$ cat src/rtl/nes_poll_ctrl.sv
// +----------------------------------------------------------------------------+
// | Module      : nes_poll_ctrl                                                |
// | Description : NES-style serial gamepad sequencer with a byte-wide register |
// |               file. Drives pad latch/clock, samples serial data through a  |
// |               2-flop synchronizer and supports manual and periodic polls.  |
// |               Optional feature macro: NES_EDGE_DETECT_EN (adds EDGES at    |
// |               address 0x3, accumulated press events, W1C).                 |
// | Revision    : 1.0 - initial release                                        |
// +----------------------------------------------------------------------------+
`default_nettype none

module nes_poll_ctrl #(
   parameter int CLK_DIV  = 384,
   parameter int POLL_DIV = 1066667
) (
   input  logic       clk,
   input  logic       rst,
   input  logic [3:0] address,
   input  logic [7:0] data_in,
   input  logic       data_write,
   output logic [7:0] data_out,
   output logic       user_interrupt,
   input  logic       nes_data,
   output logic       nes_latch,
   output logic       nes_clk
);

   localparam int TICK_W = (CLK_DIV > 1) ? $clog2(CLK_DIV) : 1;
   localparam int POLL_W = (POLL_DIV > 1) ? $clog2(POLL_DIV) : 1;
   localparam logic [TICK_W-1:0] TICK_LAST = TICK_W'(CLK_DIV - 1);
   localparam logic [POLL_W-1:0] POLL_LAST = POLL_W'(POLL_DIV - 1);

   typedef enum logic [2:0] {
      S_IDLE  = 3'd0,
      S_LATCH = 3'd1,
      S_PHI   = 3'd2,
      S_PLO   = 3'd3,
      S_DONE  = 3'd4
   } state_t;

   state_t              state_q, state_d;
   logic [TICK_W-1:0]   tick_q;
   logic [POLL_W-1:0]   poll_q;
   logic                half_q, half_d;
   logic [2:0]          idx_q, idx_d;
   logic [7:0]          shift_q, shift_d;
   logic [7:0]          buttons_q;
   logic                auto_q;
   logic                new_q, new_d;
   logic                dropped_q, dropped_d;
   logic                latch_q, latch_d;
   logic                nclk_q, nclk_d;
   logic [1:0]          sync_q;
`ifdef NES_EDGE_DETECT_EN
   logic [7:0]          edges_q, edges_d;
`endif

   logic w_wr_ctrl;
   logic w_wr_stat;
   logic w_trig;
   logic w_poll_exp;
   logic w_tick_end;
   logic w_busy;
   logic w_done;
   logic w_sample;
   logic unused_bits;

   assign w_wr_ctrl  = data_write && (address == 4'h1);
   assign w_wr_stat  = data_write && (address == 4'h2);
   assign w_trig     = w_wr_ctrl && data_in[1];
   assign w_poll_exp = auto_q && (poll_q == POLL_LAST);
   assign w_tick_end = (tick_q == TICK_LAST);
   assign w_busy     = (state_q != S_IDLE);
   assign w_sample   = sync_q[1];
   assign unused_bits = ^data_in;

   // Two-flop synchronizer for the asynchronous pad data line
   always_ff @(posedge clk) begin
      if (rst) sync_q <= 2'b00;
      else     sync_q <= {sync_q[0], nes_data};
   end

   // Tick counter: runs only during a transaction, restarts from 0 each one
   always_ff @(posedge clk) begin
      if (rst || state_q == S_IDLE) tick_q <= '0;
      else if (w_tick_end)          tick_q <= '0;
      else                          tick_q <= tick_q + 1'b1;
   end

   // Poll timer: free-runs while AUTO is set, parked at 0 otherwise
   always_ff @(posedge clk) begin
      if (rst || !auto_q || w_poll_exp) poll_q <= '0;
      else                              poll_q <= poll_q + 1'b1;
   end

   // Sequencer state and datapath registers
   always_ff @(posedge clk) begin
      if (rst) begin
         state_q <= S_IDLE;
         half_q  <= 1'b0;
         idx_q   <= 3'd0;
         shift_q <= 8'h00;
         latch_q <= 1'b0;
         nclk_q  <= 1'b0;
      end else begin
         state_q <= state_d;
         half_q  <= half_d;
         idx_q   <= idx_d;
         shift_q <= shift_d;
         latch_q <= latch_d;
         nclk_q  <= nclk_d;
      end
   end

   // Next-state logic; pad pins are registered from the next state
   always_comb begin
      state_d = state_q;
      half_d  = half_q;
      idx_d   = idx_q;
      shift_d = shift_q;
      w_done  = 1'b0;
      case (state_q)
         S_IDLE: begin
            if (w_trig || w_poll_exp) begin
               state_d = S_LATCH;
               half_d  = 1'b0;
               idx_d   = 3'd0;
               shift_d = 8'h00;
            end
         end
         S_LATCH: begin
            if (w_tick_end) begin
               if (half_q) begin
                  shift_d[0] = w_sample;
                  idx_d      = 3'd1;
                  state_d    = S_PHI;
               end else begin
                  half_d = 1'b1;
               end
            end
         end
         S_PHI: begin
            if (w_tick_end) state_d = S_PLO;
         end
         S_PLO: begin
            if (w_tick_end) begin
               shift_d[idx_q] = w_sample;
               if (idx_q == 3'd7) begin
                  state_d = S_DONE;
               end else begin
                  idx_d   = idx_q + 3'd1;
                  state_d = S_PHI;
               end
            end
         end
         S_DONE: begin
            w_done  = 1'b1;
            state_d = S_IDLE;
         end
         default: state_d = S_IDLE;
      endcase
      latch_d = (state_d == S_LATCH);
      nclk_d  = (state_d == S_PHI);
   end

   // Status flag next values: W1C clear first so a same-cycle set wins
   always_comb begin
      new_d     = new_q;
      dropped_d = dropped_q;
      if (w_wr_stat && data_in[1]) new_d     = 1'b0;
      if (w_wr_stat && data_in[2]) dropped_d = 1'b0;
      if (w_done)                  new_d     = 1'b1;
      if (w_poll_exp && w_busy)    dropped_d = 1'b1;
   end

   // Software-visible registers
   always_ff @(posedge clk) begin
      if (rst) begin
         auto_q    <= 1'b0;
         new_q     <= 1'b0;
         dropped_q <= 1'b0;
         buttons_q <= 8'h00;
      end else begin
         if (w_wr_ctrl) auto_q <= data_in[0];
         new_q     <= new_d;
         dropped_q <= dropped_d;
         if (w_done) buttons_q <= ~shift_q;
      end
   end

`ifdef NES_EDGE_DETECT_EN
   // Press-event accumulation: per-bit W1C with set priority
   always_comb begin
      edges_d = edges_q;
      if (data_write && (address == 4'h3)) edges_d = edges_d & ~data_in;
      if (w_done) edges_d = edges_d | (~shift_q & ~buttons_q);
   end

   // Edge register storage
   always_ff @(posedge clk) begin
      if (rst) edges_q <= 8'h00;
      else     edges_q <= edges_d;
   end
`endif

   // Combinational register read mux
   always_comb begin
      data_out = 8'h00;
      case (address)
         4'h0: data_out = buttons_q;
         4'h1: data_out = {7'd0, auto_q};
         4'h2: data_out = {5'd0, dropped_q, new_q, w_busy};
`ifdef NES_EDGE_DETECT_EN
         4'h3: data_out = edges_q;
`endif
         default: data_out = 8'h00;
      endcase
   end

   assign user_interrupt = new_q;
   assign nes_latch      = latch_q;
   assign nes_clk        = nclk_q;

endmodule

`default_nettype wire

$ cat config.mk
export PLATFORM = sky130hd
export DESIGN_NAME = nes_poll_ctrl
export DESIGN_NICKNAME = d
export VERILOG_FILES = /design/src/rtl/nes_poll_ctrl.sv
export SDC_FILE = /design/constraint.sdc
export NUM_CORES = 1
export LEC_CHECK = 0
export ABC_AREA = 1
export CAP_MARGIN = 20
export CORE_UTILIZATION = 40
export DETAILED_ROUTE_END_ITERATION = 10
export HOLD_SLACK_MARGIN = 0.05
export PLACE_DENSITY = 0.66
export REMOVE_ABC_BUFFERS = 1
export SLEW_MARGIN = 5
export SYNTH_ARGS = -nofsm -noshare
export SYNTH_HDL_FRONTEND = slang
export SYNTH_SLANG_ARGS = --single-unit
$ cat constraint.sdc
create_clock -name clk -period 1.6 [get_ports clk]
set_input_delay 0.32 -clock clk [delete_from_list [all_inputs] [get_ports clk]]
set_output_delay 0.32 -clock clk [all_outputs]
set_load 0.1 [all_outputs]
==> metrics.yaml, run 1 <==
final_common_cell: "nand2_1"
wl_met2_microns: 3410
place_hpwl_microns: 4800
grt_antenna_before_repair: 0
grt_setup_unrepaired: "yes"
final.setup.worst_slack_ps: -115
worst-path-buf-inv: 5
num-fill-cells: 665
p_leak_nw: 1.56
seq_area_sq_mm: 0.00121
vias: 2855
ir_drop_mv: 0.502
dr.pass1.iters: 4
crit_top_cell: "nor2_4"
wl_met3_microns: 211
worst-path-max-fanout: 5
post-route-period-util_pct: 107
start_util_pct: 41.7
yosysWarningCount: 0
met1_length_microns: 3020
finalSetupViolCount: 8
dieWidth_microns: 89.5
endpoint_kind: "output pin"
cts_tree: "yes"
holdCritStartpoint: "address[1]"
highest_layer: "met4"
status: "finished, violations left"
synth_top_family_by_area: "simple AND/OR/NAND/NOR gates"
cts_buffer_depth: 2
maxSlewHeadroom_pct: 74.7
diodes: 0
cts-root-buf: "clkbuf_8"
yosys.area_share.adder_pct: 2.04
multi_input_area_sq_mm: 0.00176
ctsHoldBuffers: 0
ant_nets: 0
synth_cell_types: 40
fin_nets: 495
cts_made_buffers: 9
power_density_mw_per_mm2: 706
viasPerCell: 4.95
start_kind: "input pin"
grt_max_degree: 22
cpPeakStageDelay_ps: 210
violations: "setup timing"
max_slew.worst_pin.slew_ps: 379
hold_viol: 0
cp-startpoint: "address[3]"
synth_xor_area_share_pct: 2.86
remaining_drc_errors: 0
synth-seq-area-share_pct: 39.3
power.total_mw: 2.91
clock.fmax_mhz: 583
grt_pass1_vias: 2539
design.die.area_sq_mm: 0.00800
reg2reg_slack_ps: 50
place_congestion: 0.879
synthSimpleGateAreaFrac_pct: 34.8
worstPathRequired_ps: 1280
drt_iter0_drc: 70
clock_latency_ps: 340
critPathKind: "input pin to output pin"
min_path_type: "input pin to flip-flop"
area_delta_synth_final_pct: 34.7
finalCriticalPeriod_ps: 1710
synth_compound_area_share_pct: 11.4
dieHeight_microns: 89.5
core_sq_mm: 0.00733
htreeDepth: 3
wirelength_microns: 6760
layout_common_cells: "nand2_1, inv_1, dfxtp_1"
fin_skew_ps: 7.09
cap_viol_max_count: 0
r2r-start: "poll_q[0]$_SDFF_PP0_"
grt_pass1_wl_microns: 10800
clkTransAtPathRegs_ps: 60
routedWlPerCell_microns: 11.7
syn_area_per_cell_sq_um: 7.25
path_cells: "buf_6 -> nor2_4 -> inv_2 -> nor3_2 -> buf_4 -> clkinvlp_4 -> nor2_4 -> buf_12"
io-pin-count: 27
synth_mux_area_share_pct: 0
track_usage_pct: 17.8
cts_sinks: 60
slew_viol_final: 0
syn_area_sq_mm: 0.00306
arrival_ps: 1390
synth-seq-cells: 60
num_rows: 31
fin_setup_tns_ps: -646
crit_family: "buffers and inverters"
drive_gt1_share_pct: 27.2
synth_cells: 422
overflow: 0
slowest_stage: "clkinvlp_4"
port_buffers: 21
pre_cts_slack_ps: -506
final timing paths:
kind	end	depth (start not counted)
hold reg to reg	sync_q[1]$_SDFF_PP0_	2
hold / removal	auto_q$_SDFFE_PP0N_	4
setup reg to reg	shift_q[1]$_SDFFE_PP0P_	12
setup / recovery	data_out[6]	8
layer usage:
metal | GRT usage [%] | vias up
li1 | - | 1471
met3 | 5.26 | 14
met5 | 0 | -
met4 | 7.07 | 0
met2 | 31.9 | 39
met1 | 19.6 | 1331
metrics by stage:
step           area (sq um)  hold slack, ps  util, %  cells
5_1_grt                4120             404     56.2    577
6_report               4120             379     56.2    577
3_3_place_gp           3640             393     49.7    555
2_1_floorplan          3000             388        -    412
3_5_place_dp           3640             404     49.7    555
4_1_cts                3950             398     53.9    574
cell type report:
| class | instances | share of cell area (%) |
|---|---|---|
| clock buffers | 14 | 4.43 |
| clock inverters | 1 | 0.121 |
| inverters | 63 | 5.98 |
| multi-input cells | 289 | 42.7 |
| flip-flops and latches | 60 | 29.5 |
| well taps | 99 | 3.01 |
| repair buffers | 51 | 14.3 |
flip-flops by register name, indices dropped and copies added (netlist names):
name,flops
user_interrupt,1
shift_q,8
nes_clk,1
nes_latch,1
buttons_q,8
half_q,1
sync_q,2
state_q,3
idx_q,3
auto_q,1
poll_q,21
tick_q,9
dropped_q,1
worst reg2reg max path: cells and delay by family, from the launching register on:
| family | cells | cell delay (ps) |
|---|---|---|
| and+or+nand+nor | 7 | 660 |
| DFF | 1 | 330 |
| buffers and inverters | 3 | 290 |
| adders and majority gates | 1 | 120 |
| AOI/OAI and AO/OA | 1 | 40 |
logic make-up (layout without fill, tap and decap cells):
| group | count (synthesis) | in the layout |
|---|---|---|
| xor+xnor | 10 | 10 |
| simple gates | 209 | 209 |
| fa+ha+maj | 5 | 5 |
| compound gates | 65 | 65 |
| flops | 60 | 60 |
| buf+inv | 73 | 129 |
report_power, final:
part           total [mW]  internal (mW)  switching [mW]
Clock                1.27          0.721           0.549
Combinational       0.135         0.0633          0.0720
Sequential           1.50           1.50         0.00760
cell usage after synthesis, drive strengths merged:
master,number,area (sq um)
buf,7,45.0
a21oi,33,169
o21a,1,7.51
o211a,1,10.0
or2,4,25.0
xor2,7,61.3
or3,1,6.26
ha,5,62.6
nand3b,8,60.1
xnor2,3,26.3
inv,63,239
dfxtp,60,1200
o21ai,26,130
a22o,2,17.5
nand3,39,233
nor3,10,66.3
nor3b,2,15.0
nand4,12,75.1
nand2,79,327
o21bai,2,15.0
clkbuf,3,11.3
nor4b,1,8.76
nor2,53,248
repair_timing:
item,4_1_cts,5_1_grt
gates resized for setup,37,40
setup endpoints to repair,14,27
setup buffers,4,3
pin swaps,7,24
gates cloned,0,1
(Power assumes the default switching activity.)
==> inputs of run 2 (changes only) <==
--- a/config.mk
+++ b/config.mk
@@ -6,7 +6,7 @@
 export NUM_CORES = 1
 export LEC_CHECK = 0
 export ABC_AREA = 1
-export CAP_MARGIN = 20
+export CAP_MARGIN = 30
 export CORE_UTILIZATION = 40
 export DETAILED_ROUTE_END_ITERATION = 10
 export HOLD_SLACK_MARGIN = 0.05
==> constraint.sdc (replaced) <==
create_clock -name clk -period 1.6 [get_ports clk]
set_input_delay 0.48 -clock clk [delete_from_list [all_inputs] [get_ports clk]]
set_output_delay 0.48 -clock clk [all_outputs]
set_load 0.1 [all_outputs]
==> run 2 against run 1 <==
Effect of this change:
- the run still ends with setup timing left
- final cell count increased by 2.1%
- first-iteration DRC count increased by 5.7%
- register-to-register slack improved by 20 ps
- clock-buffer cell count decreased by 3
- critical path depth unchanged
- worst hold slack improved by 23 ps
- sequential share of layout area decreased by 0.85 points
- routed wire length increased by 5.1%
- sequential power about the same
==> metrics.yaml, run 2 (same netlist as run 1, synthesis figures left out) <==
clock.fmax_mhz: 487  # -16%
remaining_drc_errors: 0  # unchanged
post-route-period-util_pct: 128  # +21 points
grt_max_degree: 22  # unchanged
routedWlPerCell_microns: 12.1  # +2.9%
area_delta_synth_final_pct: 38.3
finalCriticalPeriod_ps: 2050  # +338 ps
switchingPower_mw: 0.713  # +14%
p_sw_share_pct: 22.4  # +0.77 points
cts-root-buf: "clkbuf_8"
power_density_mw_per_mm2: 754  # +6.9%
endpoint_kind: "output pin"
cts_sinks: 60  # unchanged
fin_setup_tns_ps: -3180  # -2530 ps
dieWidth_microns: 89.5  # unchanged
post-route-cell-area_sq_mm: 0.00423  # +2.6%
power.total_mw: 3.19  # +9.7%
diodes: 0  # unchanged
grt_setup_unrepaired: "yes"
grt_pass1_vias: 2705  # +6.5%
cap_viol_max_count: 0  # unchanged
largest_reg_flops: 21  # unchanged
place_hpwl_microns: 4920  # +2.5%
fin_nets: 506  # +2.2%
fin_util_pct: 57.7  # +1.5 points
wirelength_microns: 7100  # +5.1%
port_buffers: 21  # unchanged
reg2reg_slack_ps: 70  # +20 ps
viasPerCell: 4.90  # -1.0%
top_regs: "poll_q: 21 flops, tick_q: 9 flops"
cts_tree: "yes"
htreeDepth: 3  # unchanged
critPathKind: "input pin to output pin"
hold_viol: 0  # unchanged
start_util_pct: 41.7  # unchanged
ant_nets: 0  # unchanged
maxSlewHeadroom_pct: 75.5  # +0.87 points
worst-path-max-fanout: 5  # unchanged
violations: "setup timing"
arrival_ps: 1570  # +180 ps
clkTransAtPathRegs_ps: 60  # about the same
clock_latency_ps: 350  # about the same
grt_antenna_before_repair: 0  # unchanged
dieHeight_microns: 89.5  # unchanged
clockPowerShare_pct: 48.5  # +4.9 points
layout_common_cells: "nand2_1, inv_1, dfxtp_1"
cts_buffer_depth: 2  # unchanged
drt_iter0_drc: 74  # +5.7%
track_usage_pct: 19.5  # +1.7 points
p_leak_nw: 1.63  # +4.6%
slew_viol_final: 0  # unchanged
ctsHoldBuffers: 0  # unchanged
largest-register: "poll_q"
start_kind: "input pin"
grt_pass1_wl_microns: 11800  # +9.3%
fin_skew_ps: 10.1  # +2.97 ps
final_common_cell: "nand2_1"
ir_drop_mv: 0.382  # -24%
overflow: 0  # unchanged
internal_power_mw: 2.48  # +8.6%
worstPathRequired_ps: 1120  # -160 ps
place_area_sq_mm: 0.00372  # +2.1%
design.die.area_sq_mm: 0.00800  # unchanged
drive_gt1_share_pct: 28.4  # +1.2 points
finalSetupViolCount: 8  # unchanged
min_path_type: "flip-flop to flip-flop"
status: "finished, violations left"
combPwrFrac_pct: 4.4  # -0.3 points
vias: 2885  # +1.1%
core_sq_mm: 0.00733  # unchanged
max_slew.worst_pin.slew_ps: 366  # -13.0 ps
hold_ws_ps: 402  # +23.0 ps
num_rows: 31  # unchanged
cts_made_buffers: 9  # unchanged
final.setup.worst_slack_ps: -453  # -338 ps
dr.pass1.iters: 4  # unchanged
place_congestion: 0.867  # -1.3%
p_seq_share_pct: 47.2  # -4.5 points
io-pin-count: 27  # unchanged
run 2: stage by stage:
| stage | setup WS [ps] | cells |
|---|---|---|
| floorplan | -1300 | 412 |
| finish | -453 | 589 |
| detailed placement | -843 | 565 |
| CTS | -509 | 586 |
| global route | -528 | 589 |
| global placement | -795 | 565 |
run 2: timing repair:
| action | in CTS | in global routing |
|---|---|---|
| pin swaps | 10 | 25 |
| setup buffers | 5 | 3 |
| hold endpoints to repair | 0 | 0 |
| resized for setup | 39 | 38 |
| cloned | 0 | 1 |
| endpoints found under the setup margin | 23 | 41 |
run 2: routing by layer:
| metal | global-route usage (%) | part of all wire (%) |
|---|---|---|
| met1 | 21.8 | 44 |
| met5 | 0 | 0 |
| met3 | 5.63 | 3.5 |
| met4 | 8.08 | 2.3 |
| met2 | 34.6 | 50 |
run 2: path summary, 6_finish.rpt:
kind / from / to / depth (start not counted)
worst max register to register: poll_q[0]$_SDFF_PP0_ / shift_q[1]$_SDFFE_PP0P_ / 12
worst min-delay path: sync_q[0]$_SDFF_PP0_ / sync_q[1]$_SDFF_PP0_ / 2
worst min register to register: sync_q[0]$_SDFF_PP0_ / sync_q[1]$_SDFF_PP0_ / 2
worst max-delay path: address[3] / data_out[3] / 8
run 2: worst max-delay path, cell delays in order:
cell,delay (ps)
buf_6,90
nor2_4,110
inv_2,50
nor3_2,100
buf_4,150
clkinvlp_4,210
nor2_4,180
buf_12,190
run 2: cell type report:
cell class	count	area (sq um)
timing repair buffer	62	674
clock buffer	11	141
inverter	63	243
sequential	60	1210
multi-input combinational	289	1760
clock inverter	5	75.1
fill	659	3100
tap	99	124
run 2: power groups by stage:
stage	Combinational, mW	Sequential, mW	Clock (mW)
6_report	0.140	1.50	1.55
3_3_place_gp	0.120	1.54	0
3_5_place_dp	0.121	1.54	0
4_1_cts	0.132	1.51	1.57
5_1_grt	0.154	1.51	1.64
2_1_floorplan	0.0499	1.54	0
